--- src/rtl/lsm_sequencer.sv ---
// -----------------------------------------------------------------------------
// lsm_sequencer
//
// Producer side of the load/store-multiple path. It sequences one ARMv4
// LDM/STM instruction. It walks the register list from the lowest register
// to the highest, at ascending word addresses. For each register it issues
// one memory request and drives the register bank controls. When IR[21] asks
// for it, it finishes with an optional base-register writeback strobe.
//
// Ports
//   clk          system clock; all state changes on the rising edge
//   rst          synchronous active-high reset
//   start        one-cycle pulse; latches IR/base_addr when idle
//   IR           instruction: [24]=P [23]=U [21]=W [20]=L [19:16]=Rn [15:0]=list
//   base_addr    value of Rn, sampled together with start
//   mem_ready    memory completes the current transfer this cycle
//   mem_req      transfer request, held until mem_ready
//   mem_we       1 = store (L=0); valid with mem_req
//   mem_addr     address of the current transfer
//   REG_COUNTER  register number of the current transfer
//   LSM_RD_MUX   high while REG_COUNTER selects the transfer register
//   LATCH_REG    load write strobe: mem_req && mem_ready && L
//   WRITE_BACK   one-cycle base writeback strobe
//   wb_value     new base value, valid while WRITE_BACK
//   busy         high from the cycle after start through the done cycle
//   done         one-cycle completion pulse
// -----------------------------------------------------------------------------
module lsm_sequencer #(
    parameter int ADDR_W     = 32,
    parameter int WORD_BYTES = 4
) (
    input  logic              clk,
    input  logic              rst,
    input  logic              start,
    input  logic [31:0]       IR,
    input  logic [ADDR_W-1:0] base_addr,
    input  logic              mem_ready,
    output logic              mem_req,
    output logic              mem_we,
    output logic [ADDR_W-1:0] mem_addr,
    output logic [3:0]        REG_COUNTER,
    output logic              LSM_RD_MUX,
    output logic              LATCH_REG,
    output logic              WRITE_BACK,
    output logic [ADDR_W-1:0] wb_value,
    output logic              busy,
    output logic              done
);

    typedef enum logic [2:0] {
        S_IDLE,
        S_SETUP,
        S_XFER,
        S_WB,
        S_DONE
    } state_t;

    localparam logic [ADDR_W-1:0] STEP = ADDR_W'(WORD_BYTES);

    // Number of registers in a 16-bit list, 0..16.
    function automatic logic [4:0] count_ones(input logic [15:0] v);
        logic [4:0] n;
        n = '0;
        for (int i = 0; i < 16; i++) begin
            n = n + {4'd0, v[i]};
        end
        return n;
    endfunction

    // Index of the lowest set bit; 0 for an empty list (never used as a transfer).
    function automatic logic [3:0] lowest_set(input logic [15:0] v);
        logic [3:0] idx;
        idx = '0;
        for (int i = 15; i >= 0; i--) begin
            if (v[i]) begin
                idx = 4'(i);
            end
        end
        return idx;
    endfunction

    state_t            state;
    logic [15:0]       list_q;      // registers still to transfer
    logic              p_q;
    logic              u_q;
    logic              l_q;
    logic              wb_en_q;     // W set and not overridden by a load of Rn
    logic [ADDR_W-1:0] base_q;

    logic [15:0]       ir_list;
    logic              rn_listed;
    logic [4:0]        n_regs;
    logic [ADDR_W-1:0] span;
    logic [ADDR_W-1:0] first_addr;
    logic [15:0]       remaining;

    // Only the fields above are meaningful to the sequencer.
    logic              unused_ir;
    assign unused_ir = ^{IR[31:25], IR[22]};

    // NOTE: every variable gets a value before any branch, so no latch is inferred.
    always_comb begin
        ir_list    = IR[15:0];
        rn_listed  = ir_list[IR[19:16]];
        n_regs     = count_ones(list_q);
        span       = ADDR_W'(n_regs) * STEP;
        remaining  = list_q & ~(16'h0001 << REG_COUNTER);
        first_addr = base_q;
        // The lowest address always goes to the lowest register, so decrementing
        // modes start below the base and still count upward.
        case ({p_q, u_q})
            2'b01:   first_addr = base_q;                 // IA
            2'b11:   first_addr = base_q + STEP;          // IB
            2'b00:   first_addr = base_q - span + STEP;   // DA
            default: first_addr = base_q - span;          // DB
        endcase
    end

    // Completion of a load is visible to the register bank in the same cycle.
    assign LATCH_REG = mem_req & mem_ready & l_q;

    // NOTE: sequential state uses non-blocking assignments so every register
    // samples pre-edge values regardless of statement order.
    always_ff @(posedge clk) begin
        if (rst) begin
            state       <= S_IDLE;
            list_q      <= '0;
            p_q         <= 1'b0;
            u_q         <= 1'b0;
            l_q         <= 1'b0;
            wb_en_q     <= 1'b0;
            base_q      <= '0;
            mem_req     <= 1'b0;
            mem_we      <= 1'b0;
            mem_addr    <= '0;
            REG_COUNTER <= '0;
            LSM_RD_MUX  <= 1'b0;
            WRITE_BACK  <= 1'b0;
            wb_value    <= '0;
            busy        <= 1'b0;
            done        <= 1'b0;
        end else begin
            done       <= 1'b0;
            WRITE_BACK <= 1'b0;
            case (state)
                S_IDLE: begin
                    if (start) begin
                        list_q  <= IR[15:0];
                        p_q     <= IR[24];
                        u_q     <= IR[23];
                        l_q     <= IR[20];
                        // A load of the base register wins over the writeback.
                        wb_en_q <= IR[21] & ~(IR[20] & rn_listed);
                        base_q  <= base_addr;
                        busy    <= 1'b1;
                        state   <= S_SETUP;
                    end
                end
                S_SETUP: begin
                    wb_value <= u_q ? (base_q + span) : (base_q - span);
                    if (n_regs == 5'd0) begin
                        done  <= 1'b1;
                        state <= S_DONE;
                    end else begin
                        mem_req     <= 1'b1;
                        mem_we      <= ~l_q;
                        LSM_RD_MUX  <= 1'b1;
                        mem_addr    <= first_addr;
                        REG_COUNTER <= lowest_set(list_q);
                        state       <= S_XFER;
                    end
                end
                S_XFER: begin
                    if (mem_ready) begin
                        list_q      <= remaining;
                        mem_addr    <= mem_addr + STEP;
                        REG_COUNTER <= lowest_set(remaining);
                        if (remaining == 16'h0000) begin
                            mem_req    <= 1'b0;
                            mem_we     <= 1'b0;
                            LSM_RD_MUX <= 1'b0;
                            if (wb_en_q) begin
                                WRITE_BACK <= 1'b1;
                                state      <= S_WB;
                            end else begin
                                done  <= 1'b1;
                                state <= S_DONE;
                            end
                        end
                    end
                end
                S_WB: begin
                    done  <= 1'b1;
                    state <= S_DONE;
                end
                S_DONE: begin
                    busy  <= 1'b0;
                    state <= S_IDLE;
                end
                default: begin
                    state <= S_IDLE;
                end
            endcase
        end
    end

endmodule

--- config.mk ---
export PLATFORM = sky130hd
export DESIGN_NAME = lsm_sequencer
export DESIGN_NICKNAME = d
export VERILOG_FILES = /design/src/rtl/lsm_sequencer.sv
export SDC_FILE = /design/constraint.sdc
export NUM_CORES = 1
export LEC_CHECK = 0
export CORE_ASPECT_RATIO = 1.4
export CORE_UTILIZATION = 32
export CTS_CLUSTER_DIAMETER = 60
export DETAILED_ROUTE_END_ITERATION = 8
export GPL_ROUTABILITY_DRIVEN = 0
export PLACE_DENSITY_LB_ADDON = 0.15
export SLEW_MARGIN = 20
export SYNTH_ARGS = -nofsm -noshare
export SYNTH_HDL_FRONTEND = slang
export SYNTH_SLANG_ARGS = --single-unit
--- constraint.sdc ---
create_clock -name clk -period 9.4 [get_ports clk]
set_input_delay 1.88 -clock clk [delete_from_list [all_inputs] [get_ports clk]]
set_output_delay 1.88 -clock clk [all_outputs]
set_load 0.02 [all_outputs]
==> impl_metrics.yaml <==
status:
  status: "finished clean"
cts:
  post_cts_buffers: 0
  cts_buffers: 17
  hold_buffers: 0
  clock_latency_ns: 0.44
  cts-root-buf: "clkbuf_16"
  clk_pin_slew_worst_paths_ns: 0.06
  clock-sinks: 128
  clock_path_buffers: 2
  cts_resized: 0
  cts_tree: "built"
  cts_htree_levels: 4
logic_synthesis:
  synth_area_um2: 10300
  synth_edf_count: 0
  synth_cell_types: 82
  avgSynthCellArea_um2: 7.05
  synth-seq-area-share_pct: 25.0
  syn-num-nets: 1556
  yosysTopAreaCellShare_pct: 25.0
  synth_ff_type: "dfxtp_1"
  ys_ff_latch: 128
  synthCells: 1455
  synthArstFlopShare_pct: 0
  yosysTopAreaCell: "dfxtp_1"
  yosysWarnings: 0
  synthTopCellsByArea: "dfxtp_1, a21oi_1, nand2_1, nor2_1, xnor2_1"
setup_path:
  worstPathRequired_ns: 9.71
  crit_cells: 24
  path_cells: "inv_1, fa_1, inv_1, fa_1, fa_1, inv_1, fa_1, inv_1, ha_1, inv_1, fa_1, xor2_1, inv_1, ha_1, nand2b_1, a211oi_2, o21ai_0, a222oi_1, nand4_2, or3_1, nor4b_4, xnor2_1, a211oi_1, nor2_1"
  rr_endpoint: "mem_addr[25]"
  end_kind: "register"
  r2r_cells: 24
  critPathMaxStageDelay_ns: 0.79
  startpoint: "list_q[5]"
  cp_common_cell: "inv_1"
  endpoint: "mem_addr[25]"
  r2r_slack_ns: 1.37
  arrival_ns: 8.34
  crit_buf_inv: 6
  slowest_stage: "a211oi_2"
  cp_top_family: "adder cells"
  critPathKind: "reg2reg"
  start_kind: "register"
  worst-path-max-fanout: 15
  r2r-start: "list_q[5]"
grt:
  grt_use_total_pct: 22.1
  grt_antenna_before_repair: 0
  grt_pass1_vias: 10500
  grt_pass1_wl_mm: 57.6
  grt_overflow_total: 0
  grt_start_max_net_pins: 77
placement:
  dp_slack_ns: 1.46
  place_hpwl_mm: 26.1
  io_buffers: 134
timing:
  whs_ns: 0.452
  finalSetupViolCount: 0
  grt_setup_unrepaired: "no"
  worstMarginPinSlew_ns: 0.950
  finalCritPeriodShare_pct: 85.5
  hold_viol_final: 0
  period_needed_ns: 8.03
  fin_ws_ns: 1.37
  timing.slew.headroom_pct: 36.5
  tns_ns: 0
  clock.fmax_ghz: 0.124
  slew_viol_final: 0
  fin_skew_ns: 0.0110
floorplanning:
  core_area_um2: 31600
  rows: 77
  die_h_um: 214
  die_area_um2: 32800
  die_w_um: 153
  io_pins: 143
  initial_utilization_pct: 32.5
job:
  maxCapViolations: 0
route:
  vias: 10700
  remaining_drc_errors: 0
  wl_per_cell_um: 18.5
  firstDrtPassIters: 5
  drt.antenna.violating_nets: 0
  finalWirelength_mm: 35.6
  routed_via_density: 5.58
  first_iter_violations: 769
cells_and_area:
  drive_gt1_share_pct: 5.36
  nets: 1618
  seqCellArea_um2: 2560
  nFillCells: 3278
  area_growth_pct: 21.9
  multi_input_area_um2: 7130
  num_antenna_cells: 0
hold_path:
  hp-class: "reg2reg"
  min-delay-start: "wb_value[3]"
## per-stage QoR
step | util, % | cells | area, um^2
floorplan | - | 1455 | 10300
global placement | 37.4 | 1893 | 11800
detailed placement | 37.4 | 1893 | 11800
CTS | 39.6 | 1925 | 12500
global route | 39.6 | 1925 | 12500
finish | 39.6 | 1925 | 12500
## synth_stat cells, types with 6 or more instances
library cell	count
and3_1	19
or4_1	7
a211oi_1	29
ha_1	21
nand2_1	225
a31oi_1	21
xnor2_1	47
clkbuf_1	87
o21ai_0	69
o211ai_1	9
nor4_1	17
nand4_1	19
or2_2	6
nor3_1	41
nor2_1	131
or3_1	21
dfxtp_1	128
nand2b_1	17
nand3_1	43
fa_1	12
nor3b_1	18
a21o_1	21
a22oi_1	9
and2_1	11
mux2i_1	13
nor2b_1	14
buf_1	13
o22ai_1	10
a41oi_1	6
o31ai_1	9
a21oi_1	182
xor2_1	35
inv_1	43
## area by class of cell
| type | count | area share [%] |
|---|---|---|
| well taps | 395 | 3.95 |
| flip-flops and latches | 128 | 20.5 |
| multi-input cells | 1174 | 57.0 |
| repair buffers | 151 | 11.7 |
| inverters | 45 | 1.35 |
| clock inverters | 12 | 1.83 |
| clock buffers | 20 | 3.65 |
## layout by cell type (no fill, tap or decap), drive strengths merged, types with 6 or more instances in the layout
master | synthesis | routed
nand2 | 225 | 225
a21oi | 182 | 182
clkdlybuf4s50 | 0 | 133
nor2 | 131 | 131
dfxtp | 128 | 128
o21ai | 69 | 69
xnor2 | 47 | 47
inv | 43 | 44
nor3 | 44 | 44
nand3 | 43 | 43
xor2 | 35 | 35
a211oi | 29 | 29
a31oi | 21 | 21
or3 | 21 | 21
a21o | 21 | 21
ha | 21 | 21
nand4 | 21 | 21
clkbuf | 87 | 20
and3 | 19 | 19
buf | 21 | 18
nor4 | 18 | 18
nor3b | 18 | 18
nand2b | 17 | 17
nor2b | 14 | 14
mux2i | 13 | 13
fa | 12 | 12
and2 | 11 | 11
o22ai | 10 | 10
a22oi | 9 | 9
o211ai | 9 | 9
o31ai | 9 | 9
or4 | 8 | 8
or2 | 8 | 8
a41oi | 6 | 6
bufinv | 0 | 6
nor4b | 6 | 6
## worst min-delay path, cell delays in order (launching register included)
cell     delay, ns
dfxtp_1       0.31
nand2_1       0.05
a21oi_1       0.05
## worst min path at each step
stage,slack (ns),cells past startpoint,end
finish,0.45,2,wb_value[3]
CTS,0.45,2,wb_value[3]
global route,0.47,2,wb_value[18]
global placement,0.44,2,wb_value[24]
floorplan,0.45,2,l_q
detailed placement,0.44,2,wb_value[18]
## state kept, by name (all words and copies together) (netlist names), 3 cells and up
register,cells
REG_COUNTER,4
base_q,32
list_q,16
mem_addr,32
state,3
wb_value,32
## logic make-up after synthesis
group / count (synthesis) / synth area share [%]
AND/OR/NAND/NOR: 618 / 29.4
AO/OA/AOI/OAI: 422 / 25.5
buffers and inverters: 153 / 5.80
flip-flops: 128 / 25.0
XOR/XNOR: 82 / 7.00
adder cells (fa/ha/maj): 33 / 4.90
multiplexers: 19 / 2.47
## layer usage
layer / GRT usage [%] / wire length, um / part of all wire (%) / vias up
met5: 0 / 0 / 0 / -
met4: 9.83 / 1120 / 3.2 / 0
met3: 3.36 / 1590 / 4.5 / 64
met2: 37.4 / 17300 / 49 / 327
met1: 27.5 / 15500 / 44 / 5033
li1: - / - / - / 5323
Power is not shown: default switching activity piles up to over one toggle a cycle in this logic, so the estimate is an artifact.
